$ cat config.mk
export PLATFORM = sky130hd
export DESIGN_NAME = seven_seg_mux
export DESIGN_NICKNAME = d
export VERILOG_FILES = /design/src/rtl/seven_seg_mux.sv
export SDC_FILE = /design/constraint.sdc
export NUM_CORES = 1
export LEC_CHECK = 0
export ABC_AREA = 1
export CELL_PAD_IN_SITES_DETAIL_PLACEMENT = 0
export CELL_PAD_IN_SITES_GLOBAL_PLACEMENT = 1
export CORE_ASPECT_RATIO = 0.8
export CORE_MARGIN = 2
export CORE_UTILIZATION = 48
export CTS_CLUSTER_SIZE = 24
export DETAILED_ROUTE_END_ITERATION = 12
export DONT_BUFFER_PORTS = 1
export GPL_TIMING_DRIVEN = 0
export PLACE_DENSITY = 0.78
export SLEW_MARGIN = 20
export SYNTH_ARGS = -nofsm -noshare
export SYNTH_HDL_FRONTEND = slang
export SYNTH_SLANG_ARGS = --single-unit
$ cat constraint.sdc
create_clock -name clk -period 2.5 [get_ports clk]
set_clock_uncertainty 0.15 [all_clocks]
set_input_delay 0.125 -clock clk [delete_from_list [all_inputs] [get_ports clk]]
set_output_delay 0.125 -clock clk [all_outputs]
set_load 0.02 [all_outputs]
$ cat src/rtl/seven_seg_mux.sv
// Multiplexed 7-segment display driver: shadow capture, frame-buffered scan with
// inter-digit blanking, leading-zero suppression, decimal points and pin polarity.
module seven_seg_mux #(
    parameter int NUM_DIGITS     = 6,
    parameter int DIGIT_TICKS    = 1000,
    parameter int BLANK_TICKS    = 50,
    parameter int SEG_ACTIVE_LOW = 1,
    parameter int DIG_ACTIVE_LOW = 1
) (
    input  logic                    clk,
    input  logic                    rst_n,
    input  logic [4*NUM_DIGITS-1:0] disp,
    input  logic                    dispValid,
    input  logic [NUM_DIGITS-1:0]   dp_en,
    input  logic                    lz_blank,
    output logic [6:0]              seg,
    output logic                    dp,
    output logic [NUM_DIGITS-1:0]   dig_en,
    output logic                    frame_strobe
);

    localparam int DW   = 4 * NUM_DIGITS;
    localparam int SW   = DW + NUM_DIGITS;
    localparam int IW   = (NUM_DIGITS > 1) ? $clog2(NUM_DIGITS) : 1;
    localparam int TMAX = (DIGIT_TICKS > BLANK_TICKS) ? DIGIT_TICKS : BLANK_TICKS;
    localparam int TW   = (TMAX > 1) ? $clog2(TMAX) : 1;

    localparam logic [TW-1:0] DIGIT_LAST = TW'(DIGIT_TICKS - 1);
    localparam logic [TW-1:0] BLANK_LAST = TW'((BLANK_TICKS > 0) ? BLANK_TICKS - 1 : 0);
    localparam logic [IW-1:0] LAST_IDX   = IW'(NUM_DIGITS - 1);
    localparam logic          SEG_INV    = (SEG_ACTIVE_LOW != 0);
    localparam logic          DIG_INV    = (DIG_ACTIVE_LOW != 0);
    localparam logic          HAS_BLANK  = (BLANK_TICKS > 0);

    typedef enum logic [0:0] {
        ST_SHOW  = 1'b0,
        ST_BLANK = 1'b1
    } state_t;

    // Active-high segment pattern {g,f,e,d,c,b,a} for one hex nibble.
    function automatic logic [6:0] hex_decode(input logic [3:0] nib);
        logic [6:0] pat;
        case (nib)
            4'h0:    pat = 7'h3F;
            4'h1:    pat = 7'h06;
            4'h2:    pat = 7'h5B;
            4'h3:    pat = 7'h4F;
            4'h4:    pat = 7'h66;
            4'h5:    pat = 7'h6D;
            4'h6:    pat = 7'h7D;
            4'h7:    pat = 7'h07;
            4'h8:    pat = 7'h7F;
            4'h9:    pat = 7'h6F;
            4'hA:    pat = 7'h77;
            4'hB:    pat = 7'h7C;
            4'hC:    pat = 7'h39;
            4'hD:    pat = 7'h5E;
            4'hE:    pat = 7'h79;
            4'hF:    pat = 7'h71;
            default: pat = 7'h00;
        endcase
        return pat;
    endfunction

    state_t          state_q, state_d;
    logic [IW-1:0]   index_q, index_d;
    logic [TW-1:0]   timer_q, timer_d;
    logic [SW-1:0]   shadow_q, shadow_d;
    logic [SW-1:0]   frame_q, frame_d;
    logic [6:0]      seg_q, seg_d;
    logic            dp_q, dp_d;
    logic [NUM_DIGITS-1:0] dig_en_q, dig_en_d;
    logic            strobe_q, strobe_d;

    logic            advance_s;
    logic            wrap_s;
    logic [DW-1:0]   frame_disp_s;
    logic [NUM_DIGITS-1:0] frame_dp_s;
    logic [DW-1:0]   tail_s;
    logic [3:0]      nib_s;
    logic [6:0]      lit_seg_s;
    logic [NUM_DIGITS-1:0] onehot_s;

    // Scan sequencing: dwell/blank timer, digit index, frame load at index wrap.
    always_comb begin
        state_d   = state_q;
        index_d   = index_q;
        timer_d   = timer_q;
        advance_s = 1'b0;
        wrap_s    = 1'b0;
        case (state_q)
            ST_SHOW: begin
                if (timer_q == DIGIT_LAST) begin
                    timer_d = '0;
                    if (HAS_BLANK) begin
                        state_d = ST_BLANK;
                    end else begin
                        advance_s = 1'b1;
                    end
                end else begin
                    timer_d = timer_q + 1'b1;
                end
            end
            ST_BLANK: begin
                if (timer_q == BLANK_LAST) begin
                    timer_d   = '0;
                    state_d   = ST_SHOW;
                    advance_s = 1'b1;
                end else begin
                    timer_d = timer_q + 1'b1;
                end
            end
            default: begin
                state_d = ST_SHOW;
                timer_d = '0;
            end
        endcase
        if (advance_s) begin
            if (index_q == LAST_IDX) begin
                index_d = '0;
                wrap_s  = 1'b1;
            end else begin
                index_d = index_q + 1'b1;
            end
        end else begin
            index_d = index_d;
        end
        // Frame takes the pre-edge shadow, so a capture in the wrap cycle waits a frame.
        frame_d  = wrap_s ? shadow_q : frame_q;
        shadow_d = dispValid ? {dp_en, disp} : shadow_q;
        strobe_d = wrap_s;
    end

    // Pin values for the digit currently selected by state/index.
    always_comb begin
        frame_disp_s = frame_q[DW-1:0];
        frame_dp_s   = frame_q[SW-1:DW];
        tail_s       = frame_disp_s >> {index_q, 2'b00};
        nib_s        = frame_disp_s[{index_q, 2'b00} +: 4];
        onehot_s     = NUM_DIGITS'(1'b1) << index_q;
        if (lz_blank && (index_q != '0) && (tail_s == '0)) begin
            lit_seg_s = 7'h00;
        end else begin
            lit_seg_s = hex_decode(nib_s);
        end
        seg_d    = {7{SEG_INV}};
        dp_d     = SEG_INV;
        dig_en_d = {NUM_DIGITS{DIG_INV}};
        if (state_q == ST_SHOW) begin
            seg_d    = lit_seg_s ^ {7{SEG_INV}};
            dp_d     = frame_dp_s[index_q] ^ SEG_INV;
            dig_en_d = onehot_s ^ {NUM_DIGITS{DIG_INV}};
        end else begin
            seg_d    = {7{SEG_INV}};
        end
    end

    // State, buffers and registered pins; reset blanks the display immediately.
    always_ff @(posedge clk or negedge rst_n) begin
        if (!rst_n) begin
            state_q  <= ST_SHOW;
            index_q  <= '0;
            timer_q  <= '0;
            shadow_q <= '0;
            frame_q  <= '0;
            seg_q    <= {7{SEG_INV}};
            dp_q     <= SEG_INV;
            dig_en_q <= {NUM_DIGITS{DIG_INV}};
            strobe_q <= 1'b0;
        end else begin
            state_q  <= state_d;
            index_q  <= index_d;
            timer_q  <= timer_d;
            shadow_q <= shadow_d;
            frame_q  <= frame_d;
            seg_q    <= seg_d;
            dp_q     <= dp_d;
            dig_en_q <= dig_en_d;
            strobe_q <= strobe_d;
        end
    end

    assign seg          = seg_q;
    assign dp           = dp_q;
    assign dig_en       = dig_en_q;
    assign frame_strobe = strobe_q;

endmodule

==> flow_summary.toml, run 1 <==
[cells_and_area]
drive_gt1_share_pct = 18.0
stdcell_count = 677
antennaDiodeCount = 0
area_growth_pct = 18.6
finalInstanceArea_mm2 = 0.00521
nets = 602
nFillCells = 820
fin_util_pct = 58.2

[pwr]
p_leak_nw = 2.59
p_switching_uw = 621
power_density_mw_per_mm2 = 562
total_power_mw = 2.93
p_int_mw = 2.31
ir_drop_uv = 512
p_clk_share_pct = 43.6
pwr-share-seq_pct = 51.1
switching_share_pct = 21.2
p_comb_share_pct = 5.3

[setup_path]
critPathMostFrequentCell = "nand2_1"
worstPathArrival_ns = 2.38
crit_fanout = 10
r2r_setup_slack_ns = 0.22
worstSetupEndpointType = "flop"
cp.required_ns = 2.60
path_cells = "buf_4 > inv_4 > buf_8 > nand2_2 > inv_2 > nand2_1 > nand3_1 > nand2_1 > nand2_2 > inv_1 > ha_1 > o211ai_1 > a21oi_2 > a21oi_2 > nand2_1"
path_buf_inv = 5
cp-start-kind = "flop"
cp_slowest_cell = "dfrtp_1"
cp_slowest_stage_delay_ns = 0.36
critPathTopFamily = "buffers and inverters"
critical_path_class = "reg2reg"
r2r-end = "seg[1]"
r2r_start = "index_q[0]"
r2r_cells = 15

[timing]
hold_slack_ns = 0.202
setup_violations = 0
relSlewSlack_pct = 67.4
hold_violations = 0
layout_setup_ws_ns = 0.221
rsz0062_at_grt = "no"
max_freq_ghz = 0.439
worstMarginPinSlew_ns = 0.488
setup-tns-final_ns = 0
final_max_slew_viol_count = 0
post-route-period-util_pct = 91.2
min_period_ns = 2.28

[route]
route.detailed.drc = 0
wirelength_um = 9110
ant_nets = 0
routedWlPerCell_um = 13.5
drt_iter0_drc = 149
firstDrtPassIters = 5
num_vias = 3315
via_per_inst = 4.90

[hold_path]
min_to = "shadow_q[4]"
hold_path_depth = 4
min_from = "dispValid"
hold_class = "in2reg"

[floorplan]
die_w_um = 111
dieArea_mm2 = 0.00994
core_area_mm2 = 0.00896
row_count = 31
ios = 49
start_util_pct = 49.0
dieHeight_um = 89.6

[synth]
synth_seq_cells = 89
syn-num-nets = 554
avgSynthCellArea_um2 = 8.60
synthFlopType = "dfrtp_1"
yosys_warnings = 0
syn-cell-area_mm2 = 0.00439
yosysSeqAreaShare_pct = 51.1
synth_cells = 511
synth_edf_count = 0
synthArstFlopShare_pct = 100
synth_cell_type_count = 40

[grt]
grt-ovfl-total = 0
grt_pass1_wl_um = 15400
grt_pass1_vias = 3271
antenna_found_initial = 0
grt_usage_pct = 19.6
grt_max_degree = 90

[place]
place_area_mm2 = 0.00454
dp_hpwl_um = 6380
gp_congestion = 0.874
io_buffer_count = 0
place_ws_ns = 0.0344
place_inst = 626

[flow_run]
cap_violations = 0

[cts]
cts_buffer_depth = 2
cts.htree.levels = 3
clk_latency_ns = 0.34
clk_pin_slew_ns = 0.06
clock_sinks = 89
cts_inserted_buffers = 9
cts_tree = "yes"
cts-root-buf = "clkbuf_16"

[status]
status = "complete, no violations"
==> cell type report <==
cell class / count / area, µm² / area share [%]
Tap cell: 115 / 144 / 2.76
Timing Repair Buffer: 37 / 378 / 7.25
Inverter: 68 / 258 / 4.94
Clock inverter: 5 / 58.8 / 1.13
Sequential cell: 89 / 2240 / 43.1
Clock buffer: 9 / 225 / 4.32
Buffer: 21 / 154 / 2.95
Multi-Input combinational cell: 333 / 1750 / 33.6
==> worst register-to-register path: stages (launching register included) <==
cell,delay (ns)
dfrtp_1,0.36
buf_4,0.17
inv_4,0.10
buf_8,0.15
nand2_2,0.09
inv_2,0.07
nand2_1,0.05
nand3_1,0.09
nand2_1,0.06
nand2_2,0.14
inv_1,0.09
ha_1,0.20
o211ai_1,0.10
a21oi_2,0.07
a21oi_2,0.21
nand2_1,0.08
==> layer usage <==
metal	vias to the layer above	track usage, %	wire length [µm]
met5	-	0	0
met4	0	5.68	20
met3	2	4.97	366
met2	69	32.3	4250
met1	1543	26.3	4480
li1	1701	-	-
==> cell usage in the layout (no fill, tap or decap), types with 2 or more instances in the layout <==
cell	Yosys	layout
a21oi_1	7	6
a21oi_2	1	2
buf_2	2	2
buf_4	2	6
buf_6	7	7
clkbuf_1	8	8
clkbuf_16	0	9
clkinvlp_4	0	2
dfrtp_1	75	75
dfstp_2	14	14
dlygate4sd3_1	0	32
ha_1	9	9
inv_1	64	64
inv_2	3	3
nand2_1	154	152
nand2_2	8	10
nand3_1	25	25
nand3b_1	2	2
nand4_1	8	8
nor2_1	28	28
nor2_4	2	2
o21ai_0	38	38
o21ai_2	30	30
or2_2	2	2
xor2_1	4	4
==> cell usage after synthesis, types with 2 or more instances <==
master    instances  area share [%]
dfstp_2          14             8.4
a21oi_1           7            0.80
dfrtp_1          75              43
buf_6             7             1.8
inv_2             3            0.26
nand3_1          25             2.8
o21ai_0          38             4.3
nand3b_1          2            0.34
nor2_1           28             2.4
nand2_1         154              13
or2_2             2            0.28
inv_1            64             5.5
nand2_2           8             1.1
nor2_4            2            0.51
xor2_1            4            0.80
o21ai_2          30             6.0
buf_2             2            0.23
nand4_1           8             1.1
ha_1              9             2.6
buf_4             2            0.34
clkbuf_1          8            0.68
==> power groups by stage <==
| stage | combinational [mW] | clock [mW] | sequential [mW] |
|---|---|---|---|
| global placement | 0.0816 | 0 | 1.52 |
| finish | 0.156 | 1.28 | 1.50 |
| floorplan | 0.0648 | 0 | 1.52 |
| global route | 0.181 | 1.38 | 1.50 |
| detailed placement | 0.0852 | 0 | 1.52 |
| CTS | 0.159 | 1.32 | 1.50 |
==> sequential cells by signal, indices dropped and copies added, names as in the netlist <==
register      count
frame_q          30
shadow_q         30
timer_q          10
seg               7
dig_en            6
index_q           3
dp                1
frame_strobe      1
state_q           1
==> what timing repair did <==
item / 4_1_cts / 5_1_grt
hold endpoints to repair: 121 / 0
buffers inserted: 0 / 4
setup endpoints to repair: 0 / 7
hold buffers: 33 / 0
gates resized for setup: 0 / 4
==> worst max path at each step <==
| stage | startpoint | end | slack (ns) | cells past startpoint |
|---|---|---|---|---|
| after global routing | index_q[0] | seg[0] | 0.01 | 17 |
| after floorplan | index_q[0] | seg[4] | 0.43 | 10 |
| after global placement | index_q[0] | seg[1] | 0.06 | 15 |
| final | index_q[0] | seg[1] | 0.22 | 15 |
| after CTS | index_q[0] | seg[2] | 0.02 | 15 |
| after detailed placement | index_q[0] | seg[2] | 0.03 | 15 |
==> cells by family after synthesis <==
family                   synth area share (%)
AND/OR/NAND/NOR                          23.0
buffers and inverters                    9.37
flip-flops                               51.1
AO/OA/AOI/OAI                            13.0
adder cells (fa/ha/maj)                  2.56
XOR/XNOR                                0.997
(Power assumes the default switching activity.)
==> inputs of run 2 (changes only) <==
CELL_PAD_IN_SITES_DETAIL_PLACEMENT = 1   (was 0)
==> flow_summary.toml, run 2 (same netlist as run 1, synthesis figures left out) <==
[floorplan]
dieArea_mm2 = 0.00994
dieHeight_um = 89.6
row_count = 31
start_util_pct = 49.0
ios = 49
die_w_um = 111
core_area_mm2 = 0.00896

[grt]
grt_max_degree = 90
grt_pass1_wl_um = 18300
grt_usage_pct = 23.4
grt_pass1_vias = 3819
antenna_found_initial = 0
grt-ovfl-total = 0

[timing]
post-route-period-util_pct = 94.4
worstMarginPinSlew_ns = 0.526
min_period_ns = 2.36
setup_violations = 0
hold_violations = 0
hold_slack_ns = 0.190
relSlewSlack_pct = 64.9
max_freq_ghz = 0.424
final_max_slew_viol_count = 0

[cells_and_area]
area_growth_pct = 18.9
nets = 602
drive_gt1_share_pct = 18.3
nFillCells = 1048
top_regs = "frame_q: 30 flops, shadow_q: 30 flops, timer_q: 10 flops"
stdcell_count = 679
antennaDiodeCount = 0
layout_common_cells = "152 x nand2_1, 75 x dfrtp_1, 64 x inv_1"
final_common_cell = "nand2_1"
finalInstanceArea_mm2 = 0.00523

[cts]
clk_pin_slew_ns = 0.07
cts-root-buf = "clkbuf_16"
clk_latency_ns = 0.34
cts.htree.levels = 3
cts_inserted_buffers = 9
clock_sinks = 89
cts_buffer_depth = 2
cts_tree = "yes"

[setup_path]
cp_slowest_cell = "dfrtp_1"
worstPathArrival_ns = 2.48
critPathTopFamily = "simple AND/OR/NAND/NOR gates"
critical_path_class = "reg2reg"
worstSetupEndpointType = "flop"
path_buf_inv = 6
cp-start-kind = "flop"
cp.required_ns = 2.62
critPathMostFrequentCell = "nand2_1"
cp_slowest_stage_delay_ns = 0.37
crit_fanout = 10
path_cells = "buf_4 > inv_4 > buf_8 > nand2_2 > inv_2 > nand2_1 > nand3_1 > nand2_1 > nand2_2 > inv_1 > ha_1 > inv_1 > nand2_1 > nand3_1 > nand2_1 > nor2_1 > nand2_1"

[hold_path]
hold_class = "in2async"

[pwr]
power_density_mw_per_mm2 = 565
p_leak_nw = 2.60
ir_drop_uv = 499

[route]
drt_iter0_drc = 158
via_per_inst = 5.20
routedWlPerCell_um = 16.0
firstDrtPassIters = 4
ant_nets = 0
wirelength_um = 10800
route.detailed.drc = 0
num_vias = 3530

[place]
place_inst = 626
io_buffer_count = 0
dp_hpwl_um = 7490
gp_congestion = 0.874
place_area_mm2 = 0.00454

[flow_run]
cap_violations = 0

[status]
status = "complete, no violations"
==> run 2: worst paths after layout <==
| kind | startpoint | to | slack [ns] | cells after the start |
|---|---|---|---|---|
| setup / recovery | index_q[0] | seg[0] | 0.14 | 17 |
| hold / removal | rst_n | timer_q[4] | 0.19 | 2 |
| setup reg to reg | index_q[0] | seg[0] | 0.14 | 17 |
| hold reg to reg | frame_q[20] | frame_q[20] | 0.34 | 2 |
| max in group asynchronous | rst_n | dig_en[1] | 1.63 | 2 |
| min in group clk | dispValid | shadow_q[8] | 0.22 | 3 |
==> run 2: through the flow <==
step	worst slack, ns	utilization, %	total power, mW	TNS [ns]
floorplan	0.428	-	1.58	0
global placement	0.0627	50.6	1.60	0
detailed placement	0.0104	50.6	1.61	0
CTS	0.0567	57.8	2.98	0
global route	-0.0190	58.3	3.07	-0.0580
finish	0.140	58.3	2.95	0
==> run 2: layout make-up <==
| cell class | instances | area [µm²] | area share (%) |
|---|---|---|---|
| Timing Repair Buffer | 37 | 378 | 7.23 |
| Tap cell | 115 | 144 | 2.75 |
| Multi-Input combinational cell | 333 | 1760 | 33.6 |
| Clock buffer | 9 | 225 | 4.31 |
| Sequential cell | 89 | 2240 | 43.0 |
| Buffer | 21 | 156 | 2.99 |
| Inverter | 68 | 258 | 4.93 |
| Clock inverter | 7 | 61.3 | 1.17 |
==> run 2: timing repair <==
| action | 4_1_cts | 5_1_grt |
|---|---|---|
| setup endpoints to repair | 4 | 7 |
| pin swaps | 0 | 1 |
| hold endpoints to repair | 121 | 0 |
| hold buffers | 33 | 0 |
| resized for setup | 2 | 4 |
| setup buffers | 0 | 4 |
==> run 2: worst reg2reg max path: stages (launching register included) <==
cell,delay (ns)
dfrtp_1,0.37
buf_4,0.18
inv_4,0.10
buf_8,0.15
nand2_2,0.10
inv_2,0.08
nand2_1,0.05
nand3_1,0.08
nand2_1,0.06
nand2_2,0.15
inv_1,0.10
ha_1,0.24
inv_1,0.09
nand2_1,0.09
nand3_1,0.08
nand2_1,0.06
nor2_1,0.10
nand2_1,0.07
==> run 2: power by group <==
group          internal (mW)  total [mW]  switching [mW]
Clock                  0.693        1.30           0.606
Sequential              1.48        1.50          0.0124
Combinational         0.0596       0.160           0.100
Total                   2.24        2.95           0.719
==> run 2: routing by layer <==
metal	share of wire, %	global-route usage [%]
met1	45	28.4
met2	50	42.4
met3	2.9	4.97
met4	1.8	7.84
met5	0	0
==> inputs of run 3 (changes only) <==
RECOVER_POWER = 25   (was unset)
==> flow_summary.toml, run 3 (same netlist as run 1, synthesis figures left out) <==
[route]
wirelength_um = 10800
num_vias = 3530
ant_nets = 0
via_per_inst = 5.20
wl_met2_um = 5440
routedWlPerCell_um = 16.0
wl_met1_um = 4900
firstDrtPassIters = 4
topRoutingLayerUsed = "met4"
route.detailed.drc = 0
drt_iter0_drc = 159
met3_length_um = 311

[timing]
hold_slack_ns = 0.216
max_freq_ghz = 0.424
min_period_ns = 2.36
post-route-period-util_pct = 94.4
hold_violations = 0
final_max_slew_viol_count = 0
setup-tns-final_ns = 0
layout_setup_ws_ns = 0.140
setup_violations = 0
relSlewSlack_pct = 20.8
worstMarginPinSlew_ns = 1.19

[setup_path]
cp-start-kind = "flop"
r2r_start = "index_q[0]"
cp_slowest_cell = "dfrtp_1"
worstSetupEndpointType = "flop"
critical_path_class = "reg2reg"
crit_fanout = 10
path_cells = "buf_4 > inv_4 > buf_8 > nand2_2 > inv_2 > nand2_1 > nand3_1 > nand2_1 > nand2_2 > inv_1 > ha_1 > inv_1 > nand2_1 > nand3_1 > nand2_1 > nor2_1 > nand2_1"
critPathTopFamily = "simple AND/OR/NAND/NOR gates"
cp.required_ns = 2.62
path_buf_inv = 6
worstSetupStartpoint = "index_q[0]"
cp_slowest_stage_delay_ns = 0.37
worstPathArrival_ns = 2.48
critPathMostFrequentCell = "nand2_1"

[cts]
clk_latency_ns = 0.34
clock_sinks = 89
cts_buffer_depth = 2
clk_pin_slew_ns = 0.07
cts.htree.levels = 3
cts-root-buf = "clkbuf_16"
cts_tree = "yes"
cts_inserted_buffers = 9

[grt]
grt_pass1_wl_um = 18300
grt_usage_pct = 23.4
grt_pass1_vias = 3819
antenna_found_initial = 0
grt_max_degree = 90
grt-ovfl-total = 0

[cells_and_area]
drive_gt1_share_pct = 18.3
antennaDiodeCount = 0
nets = 602
final_common_cell = "nand2_1"
final-seq-area_mm2 = 0.00224
top_regs = "frame_q: 30 flops, shadow_q: 30 flops, timer_q: 10 flops"
fin_util_pct = 58.1
layout_common_cells = "152 x nand2_1, 75 x dfrtp_1, 64 x inv_1"
area_growth_pct = 18.5
stdcell_count = 679
finalInstanceArea_mm2 = 0.00520
multi_input_area_mm2 = 0.00176
nFillCells = 1050

[pwr]
ir_drop_uv = 499
p_leak_nw = 2.59
power_density_mw_per_mm2 = 567
total_power_mw = 2.95

[place]
gp_congestion = 0.874
place_inst = 626
place_ws_ns = 0.0104
io_buffer_count = 0
dp_hpwl_um = 7490
place_area_mm2 = 0.00454

[flow_run]
cap_violations = 0

[floorplan]
core_area_mm2 = 0.00896
dieHeight_um = 89.6
ios = 49
die_w_um = 111
row_count = 31
dieArea_mm2 = 0.00994
start_util_pct = 49.0

[hold_path]
min_from = "dispValid"
hold_class = "in2reg"

[status]
status = "complete, no violations"
==> run 3: cell types whose count changed in the layout (fill, tap and decap cells not counted), sizes merged <==
cell / previous run / this run
buf: 16 / 15
clkbuf: 19 / 20
==> run 3: final cells by class <==
type	count	area share [%]
Buffer	21	3.00
Clock buffer	9	4.33
Clock inverter	7	1.18
Inverter	68	4.95
Multi-Input combinational cell	333	33.8
Sequential cell	89	43.1
Tap cell	115	2.76
Timing Repair Buffer	37	6.87
==> run 3: worst min-delay path, delay by kind of cell <==
kind | cells | cell delay (ns)
compound gates | 1 | 0.19
buf+inv | 2 | 0.35
==> run 3: report_power, final <==
group          switching, mW  internal [mW]
clock                  0.606          0.693
combinational         0.0995         0.0560
sequential            0.0124           1.48
total                  0.718           2.23
==> run 3: final timing paths <==
path                               end  slack (ns)  cells past startpoint
max                             seg[0]        0.14                     17
min                        shadow_q[8]        0.22                      3
max reg2reg                     seg[0]        0.14                     17
min reg2reg                frame_q[20]        0.34                      2
max in group asynchronous  frame_q[29]        1.00                      2
min in group asynchronous   timer_q[4]        0.43                      2
==> run 3: repair_timing <==
item,in CTS,in global routing
setup buffers,0,4
hold buffers,33,0
hold endpoints to repair,121,0
setup endpoints to repair,4,7
pin swaps,0,1
resized for setup,2,4
==> run 3: layer usage <==
layer,track usage (%),up-vias
li1,-,1711
met1,28.4,1738
met2,42.4,62
met3,4.97,19
met4,7.84,0
met5,0,-
